`config.mk`:
```
export PLATFORM = sky130hd
export DESIGN_NAME = apb_req_arbiter_flat
export DESIGN_NICKNAME = d
export VERILOG_FILES = /design/src/rtl/apb_req_arbiter_if.sv /design/src/rtl/apb_req_arbiter.sv /design/src/flat_wrapper.sv
export SDC_FILE = /design/constraint.sdc
export NUM_CORES = 1
export LEC_CHECK = 0
export ABC_AREA = 1
export BUFFER_PORTS_ARGS = -buffer_cell sky130_fd_sc_hd__buf_4
export CAP_MARGIN = 5
export CORE_UTILIZATION = 30
export CTS_CLUSTER_SIZE = 14
export DETAILED_ROUTE_END_ITERATION = 10
export REMOVE_ABC_BUFFERS = 1
export SLEW_MARGIN = 20
export SYNTH_ARGS = -nofsm -noshare
export SYNTH_HDL_FRONTEND = slang
export SYNTH_SLANG_ARGS = --single-unit
```
`constraint.sdc`:
```
create_clock -name pclk -period 1.85 [get_ports pclk]
set_clock_uncertainty 0.2 [all_clocks]
set_input_delay 0.4625 -clock pclk [delete_from_list [all_inputs] [get_ports pclk]]
set_output_delay 0.4625 -clock pclk [all_outputs]
set_load 0.01 [all_outputs]
```
`src/rtl/apb_req_arbiter_if.sv`:
```
// rtl/apb_req_arbiter_if.sv - requester and APB-monitor bundle for apb_req_arbiter
// Purpose: carries the requester handshake, the command/write-data path to the
//          APB master and the monitored APB bus signals.
// Signals: req_i/write_i/wdata_i  per-requester request, direction, write data
//          grant_o/done_o/rdata_o per-requester grant, done pulse, read data
//          timeout_o              current transfer exceeded its cycle budget
//          add_o/wdata_o          command and write data to the APB master
//          psel_i/penable_i/pready_i/prdata_i  monitored APB bus
// Modports: master = arbiter side, slave = requesters/APB environment side.
interface apb_req_arbiter_if #(
  parameter int NUM_REQ = 4
);
  logic [NUM_REQ-1:0]    req_i;
  logic [NUM_REQ-1:0]    write_i;
  logic [NUM_REQ*32-1:0] wdata_i;
  logic [NUM_REQ-1:0]    grant_o;
  logic [NUM_REQ-1:0]    done_o;
  logic [31:0]           rdata_o;
  logic                  timeout_o;
  logic [1:0]            add_o;
  logic [31:0]           wdata_o;
  logic                  psel_i;
  logic                  penable_i;
  logic                  pready_i;
  logic [31:0]           prdata_i;

  modport master (
    input  req_i, write_i, wdata_i, psel_i, penable_i, pready_i, prdata_i,
    output grant_o, done_o, rdata_o, timeout_o, add_o, wdata_o
  );

  modport slave (
    output req_i, write_i, wdata_i, psel_i, penable_i, pready_i, prdata_i,
    input  grant_o, done_o, rdata_o, timeout_o, add_o, wdata_o
  );
endinterface

```
`src/rtl/apb_req_arbiter.sv`:
```
// rtl/apb_req_arbiter.sv - round-robin arbiter sharing one APB master among NUM_REQ requesters
// Purpose: grants one requester at a time, issues a one-cycle command to the
//          APB master, watches the bus for completion and returns done/rdata.
// Ports:   pclk    clock, rising edge
//          preset  synchronous reset, active-high
//          bus     apb_req_arbiter_if.master (requester side + APB command/monitor)
module apb_req_arbiter #(
  parameter int NUM_REQ        = 4,
  parameter int TIMEOUT_CYCLES = 64
) (
  input logic               pclk,
  input logic               preset,
  apb_req_arbiter_if.master bus
);
  localparam int IW = $clog2(NUM_REQ);
  localparam int CW = $clog2(TIMEOUT_CYCLES + 1);

  typedef enum logic [1:0] {IDLE, ISSUE, WAIT, DONE} state_t;

  state_t              state_q;
  logic [NUM_REQ-1:0]  grant_q;
  logic [NUM_REQ-1:0]  done_q;
  logic [31:0]         rdata_q;
  logic                timeout_q;
  logic [1:0]          add_q;
  logic [31:0]         wdata_q;
  logic [IW-1:0]       ptr_q;
  logic [IW-1:0]       idx_q;
  logic                dir_q;
  logic [CW-1:0]       cnt_q;

  logic [IW-1:0]       cand;
  logic [IW-1:0]       pick_idx;
  logic                pick_valid;

  // Round-robin search: first set request starting at the pointer, wrapping.
  always_comb begin
    cand       = '0;
    pick_idx   = ptr_q;
    pick_valid = 1'b0;
    for (int k = 0; k < NUM_REQ; k++) begin
      cand = IW'((int'(ptr_q) + k) % NUM_REQ);
      if (!pick_valid && bus.req_i[cand]) begin
        pick_valid = 1'b1;
        pick_idx   = cand;
      end
    end
  end

  always_ff @(posedge pclk) begin
    if (preset) begin
      state_q   <= IDLE;
      grant_q   <= '0;
      done_q    <= '0;
      rdata_q   <= '0;
      timeout_q <= 1'b0;
      add_q     <= 2'b00;
      wdata_q   <= '0;
      ptr_q     <= '0;
      idx_q     <= '0;
      dir_q     <= 1'b0;
      cnt_q     <= '0;
    end else begin
      case (state_q)
        IDLE: begin
          if (pick_valid) begin
            grant_q <= NUM_REQ'(1) << pick_idx;
            idx_q   <= pick_idx;
            dir_q   <= bus.write_i[pick_idx];
            wdata_q <= bus.wdata_i[{pick_idx, 5'b00000} +: 32];
            // Command is registered here so it is visible during ISSUE.
            add_q   <= {bus.write_i[pick_idx], 1'b1};
            state_q <= ISSUE;
          end
        end
        ISSUE: begin
          add_q   <= 2'b00;
          cnt_q   <= '0;
          state_q <= WAIT;
        end
        WAIT: begin
          if (bus.psel_i && bus.penable_i && bus.pready_i) begin
            if (!dir_q) begin
              rdata_q <= bus.prdata_i;
            end
            cnt_q     <= '0;
            timeout_q <= 1'b0;
            done_q    <= grant_q;
            state_q   <= DONE;
          end else if (cnt_q != CW'(TIMEOUT_CYCLES)) begin
            // Flag raised on the edge where the counter reaches the limit;
            // the transfer keeps going because APB cannot abort it.
            cnt_q <= cnt_q + 1'b1;
            if (cnt_q == CW'(TIMEOUT_CYCLES - 1)) begin
              timeout_q <= 1'b1;
            end
          end
        end
        DONE: begin
          done_q  <= '0;
          grant_q <= '0;
          ptr_q   <= (idx_q == IW'(NUM_REQ - 1)) ? '0 : idx_q + 1'b1;
          state_q <= IDLE;
        end
        default: state_q <= IDLE;
      endcase
    end
  end

  assign bus.grant_o   = grant_q;
  assign bus.done_o    = done_q;
  assign bus.rdata_o   = rdata_q;
  assign bus.timeout_o = timeout_q;
  assign bus.add_o     = add_q;
  assign bus.wdata_o   = wdata_q;
endmodule

```
`src/flat_wrapper.sv`:
```
// flat-port wrapper written by rule: the top's interface ports become plain ports
module apb_req_arbiter_flat 
#(
  parameter int NUM_REQ        = 4,
  parameter int TIMEOUT_CYCLES = 64
)
  (pclk, preset, bus_req_i, bus_write_i, bus_wdata_i, bus_psel_i, bus_penable_i, bus_pready_i, bus_prdata_i, bus_grant_o, bus_done_o, bus_rdata_o, bus_timeout_o, bus_add_o, bus_wdata_o);
  apb_req_arbiter_if #(.NUM_REQ(NUM_REQ)) bus_i ();
  input logic pclk;
  input logic preset;
  input wire logic [$bits(bus_i.req_i)-1:0] bus_req_i;
  input wire logic [$bits(bus_i.write_i)-1:0] bus_write_i;
  input wire logic [$bits(bus_i.wdata_i)-1:0] bus_wdata_i;
  input wire logic [$bits(bus_i.psel_i)-1:0] bus_psel_i;
  input wire logic [$bits(bus_i.penable_i)-1:0] bus_penable_i;
  input wire logic [$bits(bus_i.pready_i)-1:0] bus_pready_i;
  input wire logic [$bits(bus_i.prdata_i)-1:0] bus_prdata_i;
  output wire logic [$bits(bus_i.grant_o)-1:0] bus_grant_o;
  output wire logic [$bits(bus_i.done_o)-1:0] bus_done_o;
  output wire logic [$bits(bus_i.rdata_o)-1:0] bus_rdata_o;
  output wire logic [$bits(bus_i.timeout_o)-1:0] bus_timeout_o;
  output wire logic [$bits(bus_i.add_o)-1:0] bus_add_o;
  output wire logic [$bits(bus_i.wdata_o)-1:0] bus_wdata_o;
  assign bus_i.req_i = bus_req_i;
  assign bus_i.write_i = bus_write_i;
  assign bus_i.wdata_i = bus_wdata_i;
  assign bus_i.psel_i = bus_psel_i;
  assign bus_i.penable_i = bus_penable_i;
  assign bus_i.pready_i = bus_pready_i;
  assign bus_i.prdata_i = bus_prdata_i;
  assign bus_grant_o = bus_i.grant_o;
  assign bus_done_o = bus_i.done_o;
  assign bus_rdata_o = bus_i.rdata_o;
  assign bus_timeout_o = bus_i.timeout_o;
  assign bus_add_o = bus_i.add_o;
  assign bus_wdata_o = bus_i.wdata_o;
  apb_req_arbiter #(.NUM_REQ(NUM_REQ), .TIMEOUT_CYCLES(TIMEOUT_CYCLES)) u_core (.pclk(pclk), .preset(preset), .bus(bus_i));
endmodule
```
# --- Yosys cells after proc, flatten, opt, wreduce, memory -nomap -nowiden ---
# Cells that the tools add are included.
# Widths: inputs -> output; s select.
word_totals:
  mem_count: 0
  output_inout_bits: 75
  ramBits: 0
  register_bits: 89
  latch_bits: 0
  input_bits: 173
  elab_cells: 89
  romBits: 0
op_classes:
  n_addsub: 5
  multipliers: 0
  n_mux: 33
  reduce_logical: 23
  bitwise_logic: 1
  n_eq_ne: 9
  n_shift: 2
  order_cmp: 5
  n_div: 0
ops:
  columns: ["cell", "n"]
  rows:
  - ["$shiftx 128x8->32", 1]
  - ["$pmux 4 s2", 2]
  - ["$lt 2x3->1 const B", 5]
  - ["$mux 2", 7]
  - ["$mux 7", 2]
  - ["$pmux 7 s2", 1]
  - ["$mux 1", 12]
  - ["$reduce_and 2->1", 6]
  - ["$reduce_bool 2->1", 6]
  - ["$bmux 1 s2", 5]
  - ["$mux 4", 2]
  - ["$pmux 2 s4", 1]
  - ["$add 7x1->7 const B", 1]
  - ["$eq 7x6->1 const B", 1]
  - ["$ne 7x7->1 const B", 1]
  - ["$eq 2x2->1 const B", 3]
  - ["$reduce_and 3->1", 2]
  - ["$logic_and 1x1->1", 5]
  - ["$add 2x1->2 const B", 2]
  - ["$add 2x2->2 const B", 2]
  - ["$ne 2x1->1 const B", 2]
  - ["$pmux 2 s2", 1]
  - ["$shl 1x2->4 const A", 1]
  - ["$logic_not 1->1", 3]
  - ["4 further kinds", 4]

# --- Longest topological paths before layout ---
logic_depth:
  word_depth: 16
  mapped_depth: 20
  depth_no_buf: 17

# --- Worst setup path before layout ---
# No wires, ideal clock.
synth_timing:
  path_type: "register to register"
  from: "register u_core.ptr_q[1]"
  to: "register u_core.wdata_q[5] (netlist: u_core.bus.wdata_o[5])"
  setup_slack_ns: -0.160
  setup_time_ns: 0.109
  arrival_ns: 1.701
  t_required_ns: 1.541
  path_stages_with_launch: 19
  path_cell_list: "dfxtp_1 buf_4 inv_4 nand2_1 nand2_2 nand2_1 nand2_2 nor2_2 nand4_2 nand2_4 inv_2 buf_6 buf_6 nand2_1 nand2_1 nand2_1 nand4_1 nand2_1 inv_1"
synth_between:
  elab_chain_cells: 13
  word_cells_on_any_way: 26
  cone_classes: "3 x add/sub; 1 x shift; 15 x mux; 7 x reduce/logical"
synth_rtl:
  columns: ["element", "line", "text"]
  rows:
  - ["start: declaration", "apb_req_arbiter.sv:27", "logic [IW-1:0] ptr_q;"]
  - ["start signal: assignment", "apb_req_arbiter.sv:102", "ptr_q <= (idx_q == IW'(NUM_REQ - 1)) ? '0 : idx_q + 1'b1;"]
  - ["branches (longest 13 deep; another with $add 2x1->2)", null, null]
  - ["end signal: assignment", "apb_req_arbiter.sv:70", "wdata_q <= bus.wdata_i[{pick_idx, 5'b00000} +: 32];"]
  - ["end: declaration", "apb_req_arbiter.sv:26", "logic [31:0] wdata_q;"]
# Parallel ways; which one is timed is not known. The select of a mux whose other input is x is not followed.
# A chain may end at the register's enable or synchronous reset.

# --- Worst setup path after layout ---
layout_timing:
  from: "register u_core.ptr_q[0]"
  to: "register u_core.wdata_q[14] (netlist: u_core.bus.wdata_o[14])"
# The elaborated chain is that of the path after synthesis.

==> flow_summary_export.csv <==
group,metric,value,unit
final_layout,drive_above_1_share,43.2,%
global_route,grt_pass1_vias,5454,
synthesis,ys_ff_latch,89,
clock_network,clockBufferDepth,2,
hold_path,worstHoldPathCells,3,
final_layout,fin_util,54.1,%
final_layout,nNetsFinal,1255,
synthesis,synth_ff_type,"dfxtp_1",
drt,via_per_inst,4.74,
power,seq_power_share,20.1,%
setup_path,critPathLaunchType,"flop",
synthesis,ys_warn_count,0,
power,p_clk_share,14.6,%
power,p_int,7.40,mW
placed_design,dp_hpwl,12600,um
synthesis,ys_types,32,
timing,rsz0062_at_grt,"true",
synthesis,synth.most_common_cell,"nand2_1",
synthesis,synth.avg_cell_area,6.27,sq um
synthesis,yosysTopAreaCell,"dfxtp_1",
synthesis,synth_common_cells,"nand2_1, nor2_1, dfxtp_1",
clock_network,cts_tree,"done",
placed_design,place_ws,-448,ps
clock_network,clk_pin_slew_worst_paths,80,ps
power,leakage,4.42,nW
setup_path,cp-end-kind,"flop",
timing,fin_ws,-376,ps
timing,period_minus_slack,2230,ps
power,peakVddDrop,0.000625,V
setup_path,worst_ep_arrival_time,2280,ps
floorplanning,initial_core_util,30.9,%
setup_path,reg2reg_slack,-380,ps
final_layout,multi_input_area,3150,sq um
synthesis,synth_top_area_share,36.1,%
clock_network,clk_latency,350,ps
floorplanning,die_w,130,um
floorplanning,core,15900,sq um
power,total_power,13.2,mW
synthesis,synthArstFlopShare,0,%
power,p_switching,5.76,mW
synthesis,synth-seq-area-share,36.1,%
timing,timing_hold_violations_final,0,
floorplanning,die_h,130,um
power,powerDensity,1520,nW/um^2
power,power_frac_comb,65.2,%
timing,holdWs,124,ps
run_status,violations,"negative setup slack",
clock_network,cts_made_buffers,9,
timing,post-route-period-util,120,%
drt,drt_iter0_drc,370,
final_layout,register_area,1790,sq um
synthesis,synth_edf_count,0,
drt,ant_nets,0,
global_route,gr-total-overflow,0,
global_route,grt_max_degree,47,
drt,drt_wl_total,19700,um
clock_network,h-tree-depth,3,
setup_path,crit_type,"flop to flop",
drt,drt-pass1-iter-count,5,
placed_design,portBuffers,247,
synthesis,synth_area_leaders,"dfxtp_1, nand2_1, nor2_1, nand3_1, nand4_1",
final_layout,area_delta_synth_final,75.1,%
synthesis,netlist_instances,786,
timing,finalMaxSlewViolations,0,
timing,setup_viol,43,
final_layout,final.fill_count,1581,
drt,drc,0,
clock_network,clkSinkCount,89,
global_route,grt_use_total,21.2,%
drt,vias,6143,
floorplanning,die_area,16900,sq um
power,sw_frac_of_total,43.8,%
timing,tightest_slew,445,ps
floorplanning,io_pins,248,
job,drv_cap,0,
setup_path,crit_fanout,20,
final_layout,diodes,0,
placed_design,gp_congestion,0.858,
run_status,run_status,"complete, but fails checks",
floorplanning,placementRows,46,
global_route,antenna_found_initial,0,
hold_path,holdCritPathClass,"input port to flop",
global_route,grt_pass1_wl,27800,um
timing,slew_headroom,70.3,%
drt,wl_per_cell,15.2,um
clock_network,cts_root_buf,"clkbuf_16",
timing,fin_tns_setup,-13520,ps
synthesis,syn_area,4930,sq um
setup_path,r2r_cells,15,
setup_path,critical_path_required,1900,ps
timing,fmax,449,MHz
## cell usage in the layout, fill, tap and decap left out, types with 2 or more instances in the layout
| cell type | n |
|---|---|
| o211ai_1 | 2 |
| nor3_1 | 6 |
| buf_4 | 286 |
| nor2_2 | 11 |
| inv_4 | 2 |
| nand4_1 | 33 |
| nand2_1 | 187 |
| nor2_4 | 5 |
| nor2_1 | 130 |
| inv_6 | 3 |
| inv_1 | 52 |
| ha_1 | 8 |
| inv_8 | 2 |
| dfxtp_1 | 87 |
| nand3_1 | 52 |
| nand2_2 | 37 |
| a211oi_1 | 2 |
| nand4_4 | 2 |
| nand2_4 | 20 |
| o21ai_0 | 35 |
| nand3_2 | 30 |
| o21ai_2 | 4 |
| buf_12 | 11 |
| a21oi_1 | 15 |
| a21oi_2 | 4 |
| clkbuf_16 | 17 |
| inv_2 | 2 |
| buf_16 | 5 |
| buf_6 | 13 |
## cell type report
class	count	area share [%]
clock buffers	9	2.61
clock inverters	7	0.957
inverters	58	2.78
multi-input cells	591	36.5
flip-flops and latches	89	20.7
well taps	216	3.13
repair buffers	325	33.3
## repair_timing
item,CTS,global route
hold buffers,0,0
endpoints found under the setup margin,43,79
gates resized for setup,83,84
setup buffers,10,4
pin swaps,59,56
gates cloned,6,12
## registers in the layout, summed over array words and instances (netlist names)
signal	flops
u_core.bus.wdata_o	32
u_core.idx_q	2
u_core.bus.add_o	2
u_core.dir_q	1
u_core.bus.timeout_o	1
u_core.ptr_q	2
u_core.cnt_q	7
u_core.state_q	2
u_core.bus.grant_o	4
u_core.bus.rdata_o	32
u_core.bus.done_o	4
## per-layer routing
layer  up-vias  global-route usage, %  part of all wire [%]  wire length, um
met5         -                      0                     0                0
li1       3098                      -                     -                -
met3        25                   4.80                   5.5             1080
met1      2834                   27.0                    44             8640
met4         0                   4.86                   1.3              257
met2       186                   36.0                    49             9750
## logic make-up after synthesis
group,Yosys count,synth area share [%]
DFF,89,36.1
and+or+nand+nor,516,44.9
xor gates and xnor gates,2,0.355
AOI/OAI and AO/OA,65,6.95
adders and majority gates,8,2.03
buffers and inverters,106,9.64
## per-stage QoR
stage               cell area [sq um]  instances
finish                           8630       1295
global route                     8630       1295
CTS                              8100       1281
detailed placement               7260       1250
global placement                 7260       1250
floorplan                        4670        738
## power groups by stage
stage	combinational, mW	sequential (mW)	clock, mW
floorplan	3.11	2.80	0
global placement	5.92	2.65	0
detailed placement	5.93	2.66	0
CTS	7.17	2.63	1.98
global route	9.27	2.70	2.06
finish	8.59	2.65	1.93
## worst paths after layout
path,startpoint,to
min,bus_prdata_i[6],u_core.bus.rdata_o[6]
max reg2reg,u_core.ptr_q[0],u_core.bus.wdata_o[14]
max,u_core.ptr_q[0],u_core.bus.wdata_o[14]
min reg2reg,u_core.bus.done_o[0],u_core.bus.done_o[0]
## worst max-delay path, stage by stage, from the launching register on
cell and delay, ps:
dfxtp_4 380, buf_6 140, nand2_2 60, nand2_2 60, nand2_2 90, nand2_4 90, nor2_4 150, buf_6 120
nand3_1 60, nand3_1 130, nand2_4 120, buf_12 180, nand3_1 70, nand4_1 140, nand2_1 100, inv_1 30
Note: power is estimated with default switching activity, not from simulation.
